`src/rtl/tank_pkg.sv`:
```
// Shared tank-game definitions: orientation codes, screen geometry and the bullet state encoding.
package tank_pkg;

    localparam logic [1:0] ICON_UP    = 2'b00;
    localparam logic [1:0] ICON_DOWN  = 2'b01;
    localparam logic [1:0] ICON_LEFT  = 2'b10;
    localparam logic [1:0] ICON_RIGHT = 2'b11;

    localparam int X_MAX  = 639;
    localparam int Y_MAX  = 479;
    localparam int TANK_W = 32;

    typedef enum logic [1:0] {
        IDLE    = 2'b00,
        ARM     = 2'b01,
        FLIGHT  = 2'b10,
        EXPLODE = 2'b11
    } bullet_state_t;

endpackage

```
`src/rtl/tick_gen.sv`:
```
// Free-running divider producing a one-cycle tick every PERIOD clocks; shared with tank movement.
module tick_gen #(
    parameter int PERIOD = 250000
) (
    input  logic clk,
    input  logic reset,
    output logic tick
);

    localparam int CW = (PERIOD > 1) ? $clog2(PERIOD) : 1;

    logic [CW-1:0] cnt_r;
    logic          tick_r;

    // Count 0..PERIOD-1; tick is registered so it is high while the count reads zero after a wrap.
    always_ff @(posedge clk) begin
        if (reset) begin
            cnt_r  <= '0;
            tick_r <= 1'b0;
        end else if (cnt_r == CW'(PERIOD - 1)) begin
            cnt_r  <= '0;
            tick_r <= 1'b1;
        end else begin
            cnt_r  <= cnt_r + CW'(1);
            tick_r <= 1'b0;
        end
    end

    assign tick = tick_r;

endmodule

```
`src/rtl/tank_bullet.sv`:
```
// Single-bullet engine: launch on fire, step across the playfield, detect hits and edge exits.
// Define TANK_BULLET_EXPLODE_EN to hold the bullet in an EXPLODE phase after a hit.
module tank_bullet #(
    parameter int STEP_CNT      = 250000,
    parameter int STEP_PX       = 2,
    parameter int X_MAX         = tank_pkg::X_MAX,
    parameter int Y_MAX         = tank_pkg::Y_MAX,
    parameter int TANK_W        = tank_pkg::TANK_W,
    parameter int BULLET_W      = 4,
    parameter int EXPLODE_STEPS = 8
) (
    input  logic       clk,
    input  logic       reset,
    input  logic       fire,
    input  logic [1:0] bullet_orient,
    input  logic [9:0] x_shooter,
    input  logic [8:0] y_shooter,
    input  logic [9:0] x_target,
    input  logic [8:0] y_target,
    output logic       bullet_act,
    output logic [9:0] x_bullet,
    output logic [8:0] y_bullet,
    output logic       hit,
    output logic       exploding
);
    import tank_pkg::*;

    localparam int C_OFS = TANK_W / 2 - BULLET_W / 2;

    bullet_state_t      state_r, state_s;
    logic [9:0]         x_r, x_s;
    logic [8:0]         y_r, y_s;
    logic [1:0]         dir_r, dir_s;
    logic               act_r, act_s;
    logic               hit_r, hit_s;
    logic               tick_s;
    logic signed [10:0] xs_s, ys_s, spawn_x_s, spawn_y_s;
    logic               spawn_ok_s, overlap_s, edge_s;
    logic [11:0]        bx_s, by_s, tx_s, ty_s;

`ifdef TANK_BULLET_EXPLODE_EN
    localparam int EW = (EXPLODE_STEPS > 1) ? $clog2(EXPLODE_STEPS) : 1;
    logic [EW-1:0] ecnt_r, ecnt_s;
    logic          exp_r, exp_s;
`else
    localparam int unused_explode_steps = EXPLODE_STEPS;
`endif

    tick_gen #(.PERIOD(STEP_CNT)) u_tick (
        .clk   (clk),
        .reset (reset),
        .tick  (tick_s)
    );

    assign xs_s = $signed({1'b0, x_shooter});
    assign ys_s = $signed({2'b00, y_shooter});
    assign bx_s = {2'b00, x_r};
    assign by_s = {3'b000, y_r};
    assign tx_s = {2'b00, x_target};
    assign ty_s = {3'b000, y_target};

    // Geometry: spawn point (signed, so off-screen shows as negative), target overlap, edge look-ahead.
    always_comb begin
        spawn_x_s = xs_s + 11'(C_OFS);
        spawn_y_s = ys_s + 11'(C_OFS);
        case (bullet_orient)
            ICON_UP:    spawn_y_s = ys_s - 11'(BULLET_W);
            ICON_DOWN:  spawn_y_s = ys_s + 11'(TANK_W);
            ICON_LEFT:  spawn_x_s = xs_s - 11'(BULLET_W);
            ICON_RIGHT: spawn_x_s = xs_s + 11'(TANK_W);
            default:    spawn_x_s = xs_s + 11'(C_OFS);
        endcase
        spawn_ok_s = !spawn_x_s[10] && !spawn_y_s[10]
                     && ({1'b0, spawn_x_s} + 12'(BULLET_W - 1) <= 12'(X_MAX))
                     && ({1'b0, spawn_y_s} + 12'(BULLET_W - 1) <= 12'(Y_MAX));

        overlap_s = (bx_s <= tx_s + 12'(TANK_W - 1)) && (tx_s <= bx_s + 12'(BULLET_W - 1))
                    && (by_s <= ty_s + 12'(TANK_W - 1)) && (ty_s <= by_s + 12'(BULLET_W - 1));

        case (dir_r)
            ICON_UP:    edge_s = by_s < 12'(STEP_PX);
            ICON_DOWN:  edge_s = by_s + 12'(BULLET_W - 1 + STEP_PX) > 12'(Y_MAX);
            ICON_LEFT:  edge_s = bx_s < 12'(STEP_PX);
            ICON_RIGHT: edge_s = bx_s + 12'(BULLET_W - 1 + STEP_PX) > 12'(X_MAX);
            default:    edge_s = 1'b1;
        endcase
    end

    // Next-state and next-output logic; a hit takes priority over the edge/move decision.
    always_comb begin
        state_s = state_r;
        x_s     = x_r;
        y_s     = y_r;
        dir_s   = dir_r;
        act_s   = act_r;
        hit_s   = 1'b0;
`ifdef TANK_BULLET_EXPLODE_EN
        ecnt_s  = ecnt_r;
        exp_s   = exp_r;
`endif
        case (state_r)
            IDLE: begin
                act_s = 1'b0;
`ifdef TANK_BULLET_EXPLODE_EN
                exp_s = 1'b0;
`endif
                if (fire) begin
                    state_s = ARM;
                end else begin
                    state_s = IDLE;
                end
            end
            ARM: begin
                dir_s = bullet_orient;
                if (spawn_ok_s) begin
                    x_s     = spawn_x_s[9:0];
                    y_s     = spawn_y_s[8:0];
                    act_s   = 1'b1;
                    state_s = FLIGHT;
                end else begin
                    state_s = IDLE;
                end
            end
            FLIGHT: begin
`ifdef TANK_BULLET_EXPLODE_EN
                if (overlap_s) begin
                    hit_s   = 1'b1;
                    exp_s   = 1'b1;
                    ecnt_s  = '0;
                    state_s = EXPLODE;
                end
`else
                // The cycle showing the hit pulse retires the bullet without moving it.
                if (hit_r) begin
                    act_s   = 1'b0;
                    state_s = IDLE;
                end else if (overlap_s) begin
                    hit_s = 1'b1;
                end
`endif
                else if (tick_s) begin
                    if (edge_s) begin
                        act_s   = 1'b0;
                        state_s = IDLE;
                    end else begin
                        case (dir_r)
                            ICON_UP:    y_s = y_r - 9'(STEP_PX);
                            ICON_DOWN:  y_s = y_r + 9'(STEP_PX);
                            ICON_LEFT:  x_s = x_r - 10'(STEP_PX);
                            ICON_RIGHT: x_s = x_r + 10'(STEP_PX);
                            default:    x_s = x_r;
                        endcase
                    end
                end else begin
                    state_s = FLIGHT;
                end
            end
            EXPLODE: begin
`ifdef TANK_BULLET_EXPLODE_EN
                if (tick_s) begin
                    if (ecnt_r == EW'(EXPLODE_STEPS - 1)) begin
                        act_s   = 1'b0;
                        exp_s   = 1'b0;
                        state_s = IDLE;
                    end else begin
                        ecnt_s = ecnt_r + EW'(1);
                    end
                end else begin
                    state_s = EXPLODE;
                end
`else
                act_s   = 1'b0;
                state_s = IDLE;
`endif
            end
            default: begin
                act_s   = 1'b0;
                state_s = IDLE;
            end
        endcase
    end

    // State and output registers.
    always_ff @(posedge clk) begin
        if (reset) begin
            state_r <= IDLE;
            x_r     <= 10'd0;
            y_r     <= 9'd0;
            dir_r   <= 2'b00;
            act_r   <= 1'b0;
            hit_r   <= 1'b0;
`ifdef TANK_BULLET_EXPLODE_EN
            ecnt_r  <= '0;
            exp_r   <= 1'b0;
`endif
        end else begin
            state_r <= state_s;
            x_r     <= x_s;
            y_r     <= y_s;
            dir_r   <= dir_s;
            act_r   <= act_s;
            hit_r   <= hit_s;
`ifdef TANK_BULLET_EXPLODE_EN
            ecnt_r  <= ecnt_s;
            exp_r   <= exp_s;
`endif
        end
    end

    assign bullet_act = act_r;
    assign x_bullet   = x_r;
    assign y_bullet   = y_r;
    assign hit        = hit_r;
`ifdef TANK_BULLET_EXPLODE_EN
    assign exploding  = exp_r;
`else
    assign exploding  = 1'b0;
`endif

endmodule

```
`config.mk`:
```
export PLATFORM = sky130hd
export DESIGN_NAME = tank_bullet
export DESIGN_NICKNAME = d
export VERILOG_FILES = /design/src/rtl/tank_pkg.sv /design/src/rtl/tick_gen.sv /design/src/rtl/tank_bullet.sv
export SDC_FILE = /design/constraint.sdc
export NUM_CORES = 1
export LEC_CHECK = 0
export ABC_AREA = 1
export BUFFER_PORTS_ARGS = -buffer_cell sky130_fd_sc_hd__buf_4
export CORE_MARGIN = 10
export CORE_UTILIZATION = 40
export CTS_CLUSTER_SIZE = 12
export DETAILED_ROUTE_END_ITERATION = 12
export GPL_ROUTABILITY_DRIVEN = 0
export GPL_TIMING_DRIVEN = 1
export PLACE_DENSITY = 0.56
export SLEW_MARGIN = 20
export SYNTH_ARGS = -nofsm -noshare
export SYNTH_HDL_FRONTEND = slang
export SYNTH_SLANG_ARGS = --single-unit
export TNS_END_PERCENT = 5
```
`constraint.sdc`:
```
create_clock -name clk -period 4.25 [get_ports clk]
set_input_delay 0.6375 -clock clk [delete_from_list [all_inputs] [get_ports clk]]
set_output_delay 0.6375 -clock clk [all_outputs]
set_load 0.1 [all_outputs]
```
**Word-level counts from Yosys, hierarchy flattened**

Cells that the tools add are included.

- Add/sub/neg operators: 19
- Order comparisons: 10
- Equal/unequal tests: 21
- Mux-type cells: 32
- Bitwise gates (word level): 1
- Reductions and logical operators: 19

Operator list:

| operator | count |
|---|---|
| two-way mux 10 bit | 5 |
| two-way mux 9 bit | 5 |
| case mux 11 bit (2 select lines) | 2 |
| case mux 10 bit (2 select lines) | 2 |
| case mux 9 bit (2 select lines) | 2 |
| adder 11 x 2 -> 12 bit, second input constant | 2 |
| less-or-equal comparator 10 x 11 -> 1 bit | 2 |
| less-or-equal comparator 9 x 10 -> 1 bit | 2 |
| adder 18 x 1 -> 18 bit, second input constant | 1 |
| == test 18 bit, second input constant | 1 |
| AND reduction 7 bit | 2 |
| == test 2 bit, second input constant | 6 |
| less-or-equal comparator 12 x 10 -> 1 bit, second input constant | 1 |
| less-or-equal comparator 12 x 9 -> 1 bit, second input constant | 1 |
| adder 10 x 2 -> 11 bit, second input constant | 1 |
| adder 10 x 3 -> 11 bit, second input constant | 1 |
| adder 10 x 4 -> 11 bit, second input constant | 1 |
| adder 10 x 5 -> 11 bit, second input constant | 1 |
| adder 10 x 6 -> 11 bit, second input constant | 1 |
| > comparator 11 x 10 -> 1 bit, second input constant | 1 |
| subtractor 10 x 3 -> 11 bit, second input constant | 1 |
| adder 10 x 2 -> 10 bit, second input constant | 1 |
| adder 9 x 2 -> 10 bit, second input constant | 1 |
| adder 9 x 3 -> 10 bit, second input constant | 1 |
| other kinds (31) | 58 |

- Register bits: 44
- Input port bits: 43
- Output and inout port bits: 22
- Logic and storage cells: 110

**Logic depth before layout (Yosys ltp)**

Gate-level depths: netlist of the first run.

- Word-level depth: 8
- Depth in mapped cells: 24

**Modules after synthesis**

From an unflattened synthesis of the first run, not the netlist that was laid out.

- Cell total of the unflattened synthesis: 991
- Area, all modules: 5754.3 sq um

By module, submodules not included:

| module | times used | cells an instance | area each (sq um) | seq. area each (sq um) |
|---|---|---|---|---|
| tank_bullet | 1 | 832 | 4698.3 | 500.5 |
| tick_gen | 1 | 159 | 1056.0 | 380.4 |

**Worst setup path before layout of the first run**

No wires, ideal clock.

- Kind: register -> register
- Start point: register x_r[1] (netlist: x_bullet[1])
- End point: register x_r[8] (netlist: x_bullet[8])
- Setup time: 0.113 ns
- Data arrival time: 3.446 ns
- Data required time: 4.137 ns
- Slack: 0.691 ns
- Stages on the path, launching flop included: 21
- Buffers on the path: 1
- Cells stage by stage: dfxtp_1 > inv_1 > ha_1 > nor2_2 > nand2_1 > xor2_1 > ha_1 > a21o_1 > nand3_1 > nand2_1 > nor2_1 > nand2_1 > nand2_1 > nand2_1 > o21ai_2 > nand2_2 > nand3_4 > buf_6 > nand2_1 > nand2_1 > nor2_1

- Cells in the longest elaborated chain, start to end: 7

RTL lines:

| element | line | text |
|---|---|---|
| start: declaration | tank_bullet.sv:31 | `logic [9:0] x_r, x_s;` |
| start signal: assignment | tank_bullet.sv:198 | `x_r <= x_s;` |
| parallel branches: the longest is 7 deep, another holds adder 10 x 3 -> 11 bit | -- |  |

Several ways; the timed one is not identified. The select of a mux whose other input is x is not followed.
A chain may end at the register's enable or synchronous reset.

**Worst setup path in the final report of the first run**

- Start point: register x_r[1] (netlist: x_bullet[1])
- End point: register y_r[6] (netlist: y_bullet[6])

- Cells in the longest elaborated chain, start to end: 7

RTL lines:

| element | line | text |
|---|---|---|
| parallel branches: the longest is 6 deep, another holds adder 10 x 3 -> 11 bit | -- |  |
| AND reduction 7 bit (no source line) (*) | -- |  |
| end signal: assignment | tank_bullet.sv:199 | `y_r <= y_s;` |
| end: declaration | tank_bullet.sv:32 | `logic [8:0] y_r, y_s;` |

Mark *: on every way between the ends.

==> run metrics, run 1 <==
register area share after synthesis=16.1%; Synth top area share=17.1%; syn avg cell area=6.02 µm²; Met3 Wirelength=552 µm; row count=42; I/O Buffers=63; H-Tree Level Count=2; final net count=1063; Via Count=5611; Iter 0 DRT Violations=256; CTS tree=done; Setup Fix Bufs, Post-CTS=0; Final Cycle Share=77.4%; largest net degree at the start of global routing=25; fin crit period=3.29 ns; CP arrival=3.51 ns; synthesized flop and latch total=44; Final Slew Violations=0; worst-margin pin slew=0.703 ns; layout cell share with drive strength beyond 1=10.1%; Area contributors post-synth=nand2_1 17%, dfxtp_1 16%, ha_1 14%, inv_1 8.3%, nor2_1 8.0%; vias in the first global route=5296; reg-to-reg startpoint=x_bullet[1]; met2 routed WL=6340 µm; clk buf depth=2; Post-DP HPWL=12200 µm; Post-synth ARST share=0%; yosys warns=0; critical path startpoint=x_bullet[1]; unrepaired setup endpoints after global routing=no; ANT cells=0; Hold Path Class=reg -> reg; synthesized area=5460 µm²; Setup violations, final=0; register-to-register setup slack=0.96 ns; Post-synth EDFFs=0; PostCTS Resize Cnt=0; WL final=14900 µm; crit path launch type=register; Ports=65; Area Growth Syn to Fin=13.6%; Final Hold Vio Count=0; die extent in y=137 µm; DRC=0; vias per inst=4.94; initial antenna violation count=0; Crit Reg-Reg Endpoint=y_bullet[6]; Clock Pin Slew Worst Setup and Hold Paths=0.06 ns; crit-path max FO=12; Pwr Total=1.81 mW; TritonCTS Buffers=5; most numerous cell in the Yosys netlist=nand2_1; Worst path slowest cell=dfxtp_1; CP endpoint=y_bullet[6]; worst clock skew=0.00210 ns; CP most frequent cell=nand2_1; iteration count of the initial detailed-routing pass=5; worst path cell trace=inv_1, ha_1, a21oi_1, nor2_1, xor2_1, ha_1, nand2_1, o21a_1, nor2_1, nor2_1, nand2_1, nand2_1, nand2_1, o21ai_2, nand2_2, nand3_2, nand2_1, nand2_1, nor2_1; Achievable Freq=0.304 GHz; outcome=complete, no violations; final antenna-violating net count=0; Synth Net Count=1010; fill count=1488; Skew-Pair Late Insertion Delay=0.29 ns; die footprint=18700 µm²; Top FF cell, synth=dfxtp_1; Yosys top cell by area=nand2_1; GR Overflow Total=0; Slew HR=53.1%; total negative slack=0 ns; root buffer cell=clkbuf_16; Yosys cell types=45; VDD IR max=0.138 mV; met1 WL=7770 µm; GR Util All Layers=16.0%; LEAKAGE=3.13 nW; power density over cell area=293 nW/µm²; Num Clock Sinks=44; routed len/inst=13.1 µm; first-pass GRT wire length=25300 µm; CP required=4.48 ns; hold_buf cts=0; CP endpoint kind=register; highest metal layer with signal wires=met4; CP peak stage delay=0.56 ns; Post-synth top cells=249 x nand2_1, 120 x inv_1, 117 x nor2_1; Initial Utilization=41.0%; worst reg2reg path depth=19; Max-Cap Viols=0; core area=13300 µm²; cells after synthesis=906; Cells on Worst Hold Path=1; type of the worst setup path=reg -> reg; die span in x=137 µm
==> through the flow <==
step           hold WS, ns  instances  utilization, %  area (µm²)  worst slack, ns
2_1_floorplan        0.395        906               -        5460            0.691
3_3_place_gp         0.410       1128            45.5        6050            0.821
3_5_place_dp         0.418       1128            45.5        6050            0.758
4_1_cts              0.427       1136            46.6        6200            0.945
5_1_grt              0.441       1136            46.6        6200            0.559
6_report             0.423       1136            46.6        6200            0.962
==> critical path: cells and delay by family (launching register included) <==
kind | cells | cell delay [ns]
AOI/OAI and AO/OA | 3 | 0.48
xor gates and xnor gates | 1 | 0.17
adders and majority gates | 2 | 0.54
buffers and inverters | 1 | 0.20
DFF | 1 | 0.56
and+or+nand+nor | 12 | 1.26
==> layout make-up <==
| cell class | instances | area (µm²) | share of cell area (%) |
|---|---|---|---|
| timing repair buffer | 64 | 480 | 7.75 |
| sequential | 44 | 881 | 14.2 |
| multi-input combinational | 722 | 4010 | 64.6 |
| clock inverter | 2 | 15.0 | 0.242 |
| inverter | 122 | 460 | 7.43 |
| tap | 176 | 220 | 3.55 |
| clock buffer | 6 | 139 | 2.24 |
==> where the power goes <==
group / leakage [nW] / internal, mW / switching (mW) / total [mW]
combinational: 2.70 / 0.291 / 0.605 / 0.896
clock: 0.0691 / 0.234 / 0.172 / 0.406
sequential: 0.359 / 0.443 / 0.0690 / 0.512
total: 3.13 / 0.968 / 0.846 / 1.81
==> cells by family (layout without fill, tap and decap cells) <==
family / after synthesis / in the layout / share of synthesized area (%)
adder cells (fa/ha/maj): 61 / 61 / 14.0
multiplexers: 1 / 1 / 0.206
XOR/XNOR: 52 / 52 / 8.35
other: 1 / 1 / 0.0687
AO/OA/AOI/OAI: 104 / 104 / 10.8
flip-flops: 44 / 44 / 16.1
buffers and inverters: 140 / 194 / 10.5
AND/OR/NAND/NOR: 503 / 503 / 39.9
==> per-layer routing <==
metal,GRT usage [%],vias to the layer above
li1,-,3028
met1,22.6,2471
met2,25.0,98
met3,2.20,14
met4,3.57,0
met5,0,-
==> registers in the layout (all words and copies together) (netlist names) <==
signal / cells
y_bullet: 9
u_tick.tick: 1
u_tick.cnt_r: 18
dir_r: 2
bullet_act: 1
hit: 1
state_r: 2
x_bullet: 10
==> worst min-delay path by stage <==
stage	from	end	slack [ns]
final	state_r[0]	state_r[0]	0.42
after global routing	state_r[0]	state_r[0]	0.44
after CTS	state_r[0]	state_r[0]	0.43
after detailed placement	state_r[0]	state_r[0]	0.42
after global placement	state_r[0]	state_r[0]	0.41
after floorplan	state_r[0]	state_r[0]	0.40
==> placed cells by master (no fill, tap or decap), types with 29 or more instances in the layout <==
cell type	synthesis	layout
nand2_1	249	249
inv_1	120	120
nor2_1	117	117
nand3_1	67	67
buf_4	4	64
ha_1	61	61
o21ai_0	44	44
dfxtp_1	44	44
xor2_1	43	43
a21oi_1	36	36
nand4_1	29	29
No activity file was read; power rests on OpenSTA's default activity.
==> inputs of run 2 (changes only) <==
- PLACE_DENSITY: 0.56 -> 0.59
- clock period: 4.25 -> 2.95 ns (I/O delays scaled with it)
==> run metrics, run 2 (synthesized netlist as in run 1, its figures left out) <==
worst-margin pin slew=0.675 ns (was 0.703 ns); layout cell share with drive strength beyond 1=15.2% (was 10.1%); vias in the first global route=5048 (was 5296); VDD IR max=0.240 mV (was 0.138 mV); outcome=complete, no violations (unchanged); worst clock skew=0.00480 ns (was 0.00210 ns); die footprint=18700 µm² (unchanged); Net Sw Power=1.24 mW (was 846 µW); crit-path max FO=6 (was 12); Final Hold Vio Count=0 (unchanged); WL final=14600 µm (was 14900 µm); Comb pwr share=50.1% (was 49.4%); Iter 0 DRT Violations=307 (was 256); Pwr Total=2.75 mW (was 1.81 mW); largest net degree at the start of global routing=23 (was 25); DP Area=6240 µm² (was 6050 µm²); Skew-Pair Late Insertion Delay=0.29 ns (about the same); most common cell after layout, fill and taps aside=nand2_1 (unchanged); Ports=65 (unchanged); die extent in y=137 µm (unchanged); hold_buf cts=0 (unchanged); row count=42 (unchanged); CP required=3.17 ns (was 4.48 ns); Setup violations, final=0 (unchanged); type of the worst setup path=reg -> reg (unchanged); HP Start=reset (was state_r[0]); Cells on Worst Hold Path=2 (was 1); die span in x=137 µm (unchanged); I/O Buffers=63 (unchanged); Max-Cap Viols=0 (unchanged); first-pass GRT wire length=24100 µm (was 25300 µm); routed len/inst=12.6 µm (was 13.1 µm); core area=13300 µm² (unchanged); Post-DP HPWL=12000 µm (was 12200 µm); Crit Reg-Reg Endpoint=x_bullet[5] (was y_bullet[6]); Initial Utilization=41.0% (unchanged); Num Clock Sinks=44 (unchanged); root buffer cell=clkbuf_16 (unchanged); final net count=1089 (was 1063); Hold Path Class=in -> reg (was reg -> reg); switching share of power=45.1% (was 46.7%); total negative slack=0 ns (unchanged); LEAKAGE=3.30 nW (was 3.13 nW); worst reg2reg path depth=20 (was 19); Final Cycle Share=91.8% (was 77.4%); GR Util All Layers=15.3% (was 16.0%); TritonCTS Buffers=5 (unchanged); CTS tree=done (unchanged); vias per inst=4.86 (was 4.94); register-to-register setup slack=0.24 ns (was 0.96 ns); Reg power frac=26.0% (was 28.2%); worst setup margin=0.242 ns (was 0.962 ns); Worst Hold Path EP=hit (was state_r[0]); Achievable Freq=0.369 GHz (was 0.304 GHz); Via Count=5650 (was 5611); GR Overflow Total=0 (unchanged); final antenna-violating net count=0 (unchanged); H-Tree Level Count=2 (unchanged); fin util=49.0% (was 46.6%); Largest register FFs=18 (unchanged); reg-to-reg startpoint=x_bullet[2] (was x_bullet[1]); commonest cells after routing, fill and taps aside=246 x nand2_1, 119 x inv_1, 115 x nor2_1 (was 249 x nand2_1, 120 x inv_1, 117 x nor2_1); CP arrival=2.93 ns (was 3.51 ns); power share of the clock group=23.9% (was 22.4%); CP endpoint kind=register (unchanged); ANT cells=0 (unchanged); crit path launch type=register (unchanged); Cell Int Power=1.51 mW (was 968 µW); DRC=0 (unchanged); DP Worst Slack=-0.117 ns (was 0.758 ns); iteration count of the initial detailed-routing pass=5 (unchanged); Largest Register=u_tick.cnt_r (unchanged); power density over cell area=421 nW/µm² (was 293 nW/µm²); Area Growth Syn to Fin=19.5% (was 13.6%); clk buf depth=2 (unchanged); fin crit period=2.71 ns (was 3.29 ns); Slew HR=55.0% (was 53.1%); unrepaired setup endpoints after global routing=no (unchanged); initial antenna violation count=0 (unchanged); final instance area=6520 µm² (was 6200 µm²); Final Slew Violations=0 (unchanged); Clock Pin Slew Worst Setup and Hold Paths=0.07 ns (was 0.06 ns)
run 2: cell types whose count changed in the layout (fill, tap and decap cells not counted), sizes merged:
cell | before | now
inv | 121 | 123
clkbuf | 6 | 5
clkinvlp | 2 | 0
bufinv | 0 | 1
nand3 | 71 | 73
buf | 64 | 88
run 2: worst max-delay path, stage by stage, from the launching register on:
cell,delay (ns)
dfxtp_4,0.37
buf_4,0.14
nand2_1,0.08
inv_1,0.08
nand2_1,0.07
nor2_1,0.13
xor2_1,0.17
ha_1,0.28
a21oi_1,0.14
o21a_1,0.14
nor2_1,0.05
nor2_1,0.08
nand2_1,0.05
nand2_1,0.06
nand2_2,0.06
o21ai_2,0.20
nand2_4,0.14
buf_6,0.16
nand4_1,0.06
nand2_1,0.06
nor2_1,0.13
run 2: final cells by class:
type	count	area, µm²
fillers	1437	6780
multi-input cells	724	4080
flip-flops and latches	44	918
repair buffers	88	668
inverters	122	460
well taps	176	220
clock buffers	5	125
clock inverters	3	45.0
run 2: repair_timing:
action,CTS,global route
gates resized for setup,0,19
buffers inserted,0,3
endpoints found under the hold margin,0,0
endpoints found under the setup margin,0,19
run 2: per-stage QoR:
stage	hold WS, ns	std cells
detailed placement	0.417	1149
global route	0.373	1162
global placement	0.413	1149
floorplan	0.395	906
CTS	0.368	1157
finish	0.373	1162
run 2: worst max-delay path by stage:
stage                       end  cells after the start  slack, ns   startpoint
global route        x_bullet[5]                     20      0.006  x_bullet[2]
global placement    y_bullet[6]                     22      -0.06  x_target[0]
detailed placement  y_bullet[7]                     22      -0.12  x_target[0]
CTS                 y_bullet[7]                     20        0.1  y_bullet[1]
floorplan           x_bullet[9]                     19      0.003  y_bullet[7]
finish              x_bullet[5]                     20       0.24  x_bullet[2]
run 2: metal layers:
layer,track usage (%),wire length [µm],vias to the layer above
met5,0,0,-
met4,2.75,94,0
met3,2.60,782,7
met2,23.5,6140,99
met1,22.1,7570,2453
li1,-,-,3091
run 2: power groups by stage:
stage               sequential, mW  clock [mW]  combinational, mW
floorplan                    0.968           0              0.762
global placement             0.730           0               1.35
detailed placement           0.729           0               1.35
CTS                          0.715       0.668               1.36
global route                 0.725       0.695               1.55
finish                       0.714       0.656               1.38
==> inputs of run 3 (changes only) <==
- SETUP_SLACK_MARGIN: default -> 0.4
==> run metrics, run 3 (synthesized netlist as in run 1, its figures left out) <==
unrepaired setup endpoints after global routing=yes (was no); fill count=1472 (was 1437); Num Clock Sinks=44 (unchanged); commonest cells after routing, fill and taps aside=242 x nand2_1, 115 x nor2_1, 112 x inv_1 (was 246 x nand2_1, 119 x inv_1, 115 x nor2_1); Final Slew Violations=0 (unchanged); VDD IR max=0.234 mV (was 0.240 mV); Cells on Worst Hold Path=2 (unchanged); CP arrival=2.84 ns (was 2.93 ns); Post-DP HPWL=12000 µm (about the same); core area=13300 µm² (unchanged); layout cell share with drive strength beyond 1=17.7% (was 15.2%); Achievable Freq=0.381 GHz (was 0.369 GHz); die footprint=18700 µm² (unchanged); H-Tree Level Count=2 (unchanged); worst-margin pin slew=0.653 ns (was 0.675 ns); Final Cycle Share=89.0% (was 91.8%); row count=42 (unchanged); type of the worst setup path=reg -> reg (unchanged); TritonCTS Buffers=5 (unchanged); Ports=65 (unchanged); root buffer cell=clkbuf_16 (unchanged); Largest register FFs=18 (unchanged); CP most frequent cell=nand2_1 (unchanged); area of the multi-input gates=4160 µm² (was 4080 µm²); Slew HR=56.4% (was 55.0%); most common cell after layout, fill and taps aside=nand2_1 (unchanged); Largest Register=u_tick.cnt_r (unchanged); FF/Latch Area=935 µm² (was 918 µm²); iteration count of the initial detailed-routing pass=5 (unchanged); worst hold slack=0.358 ns (was 0.373 ns); vias in the first global route=5299 (was 5048); CTS tree=done (unchanged); LEAKAGE=3.37 nW (was 3.30 nW); CP endpoint kind=register (unchanged); Area Growth Syn to Fin=22.7% (was 19.5%); die span in x=137 µm (unchanged); clk buf depth=2 (unchanged); Max-Cap Viols=0 (unchanged); DRC=0 (unchanged); fin util=50.4% (was 49.0%); worst path cell trace=buf_12, ha_4, a21oi_4, nor2_4, xor2_1, ha_1, nand2_1, o21a_1, nor2_1, nor2_1, nand2_1, nand2_1, nand2_2, o21ai_2, nand2_4, nand3_4, nand2_1, nand2_1, nor2_1 (was buf_4, nand2_1, inv_1, nand2_1, nor2_1, xor2_1, ha_1, a21oi_1, o21a_1, nor2_1, nor2_1, nand2_1, nand2_1, nand2_2, o21ai_2, nand2_4, buf_6, nand4_1, nand2_1, nor2_1); Iter 0 DRT Violations=297 (was 307); Via Count=5764 (was 5650); die extent in y=137 µm (unchanged); Initial Utilization=41.0% (unchanged); CP required=3.17 ns (about the same); initial antenna violation count=0 (unchanged); final antenna-violating net count=0 (unchanged); power density over cell area=404 nW/µm² (was 421 nW/µm²); Worst path slowest cell=dfxtp_4 (unchanged); vias per inst=4.91 (was 4.86); WL final=15100 µm (was 14600 µm); Setup violations, final=0 (unchanged); largest net degree at the start of global routing=23 (unchanged); worst clock skew=0.00375 ns (was 0.00480 ns); Clock Pin Slew Worst Setup and Hold Paths=0.06 ns (was 0.07 ns); Final Hold Vio Count=0 (unchanged); first-pass GRT wire length=25300 µm (was 24100 µm); fin crit period=2.62 ns (was 2.71 ns); Skew-Pair Late Insertion Delay=0.29 ns (about the same); post-route insts no fill=1173 (was 1162); worst reg2reg path depth=19 (was 20); crit path launch type=register (unchanged); I/O Buffers=63 (unchanged); outcome=complete, no violations (unchanged); CP peak stage delay=0.38 ns (was 0.37 ns); GR Util All Layers=16.0% (was 15.3%); GR Overflow Total=0 (unchanged); placed insts=1137 (was 1149); routed len/inst=12.9 µm (was 12.6 µm); crit-path max FO=8 (was 6); final net count=1100 (was 1089); Hold Path Class=in -> reg (unchanged); ANT cells=0 (unchanged)
## run 3: cell types whose count changed in the layout (fill, tap and decap cells not counted), sizes merged
cell	before	now
nand3	73	72
bufinv	1	0
buf	88	100
clkinv	1	2
inv	123	122
clkbuf	5	6
## run 3: critical path, delay by kind of cell (launching register included)
kind	cells	cell delay [ns]
XOR/XNOR	1	0.15
AO/OA/AOI/OAI	3	0.43
AND/OR/NAND/NOR	12	1.01
flip-flops	1	0.38
adder cells (fa/ha/maj)	2	0.45
buffers and inverters	1	0.13
## run 3: power by group
group | internal (mW) | total (mW) | switching, mW | leakage (nW)
logic | 0.494 | 1.41 | 0.921 | 2.93
registers | 0.646 | 0.737 | 0.0914 | 0.369
clock network | 0.313 | 0.552 | 0.238 | 0.0712
## run 3: worst paths after layout
kind	start	slack (ns)	to
setup / recovery	x_bullet[2]	0.33	x_bullet[9]
hold / removal	reset	0.36	state_r[0]
setup reg to reg	x_bullet[2]	0.33	x_bullet[9]
hold reg to reg	state_r[0]	0.42	state_r[0]
## run 3: stage by stage
| stage | TNS, ns | cell area (µm²) | power (mW) | setup WS, ns |
|---|---|---|---|---|
| 2_1_floorplan | 0 | 5580 | 1.75 | 0.229 |
| 3_3_place_gp | 0 | 6210 | 2.07 | 0.0173 |
| 3_5_place_dp | -0.339 | 6210 | 2.08 | -0.0596 |
| 4_1_cts | 0 | 6630 | 2.69 | 0.329 |
| 5_1_grt | 0 | 6700 | 2.92 | 0.0723 |
| 6_report | 0 | 6700 | 2.70 | 0.326 |
## run 3: per-layer routing
layer	global-route usage (%)	part of all wire [%]
met2	24.8	42
met3	2.53	4.6
met5	0	0
met4	3.45	0.90
met1	22.8	52
## run 3: repair_timing
action | CTS | global route
cloned | 1 | 0
gates resized for setup | 29 | 3
pin swaps | 35 | 4
endpoints found under the setup margin | 19 | 22
setup buffers | 20 | 7
hold buffers | 0 | 0
## run 3: area by class of cell
class	instances	share of cell area, %
tap	176	3.29
sequential	44	14.0
clock buffer	6	1.92
multi-input combinational	723	62.1
clock inverter	2	0.168
timing repair buffer	100	11.6
inverter	122	7.02
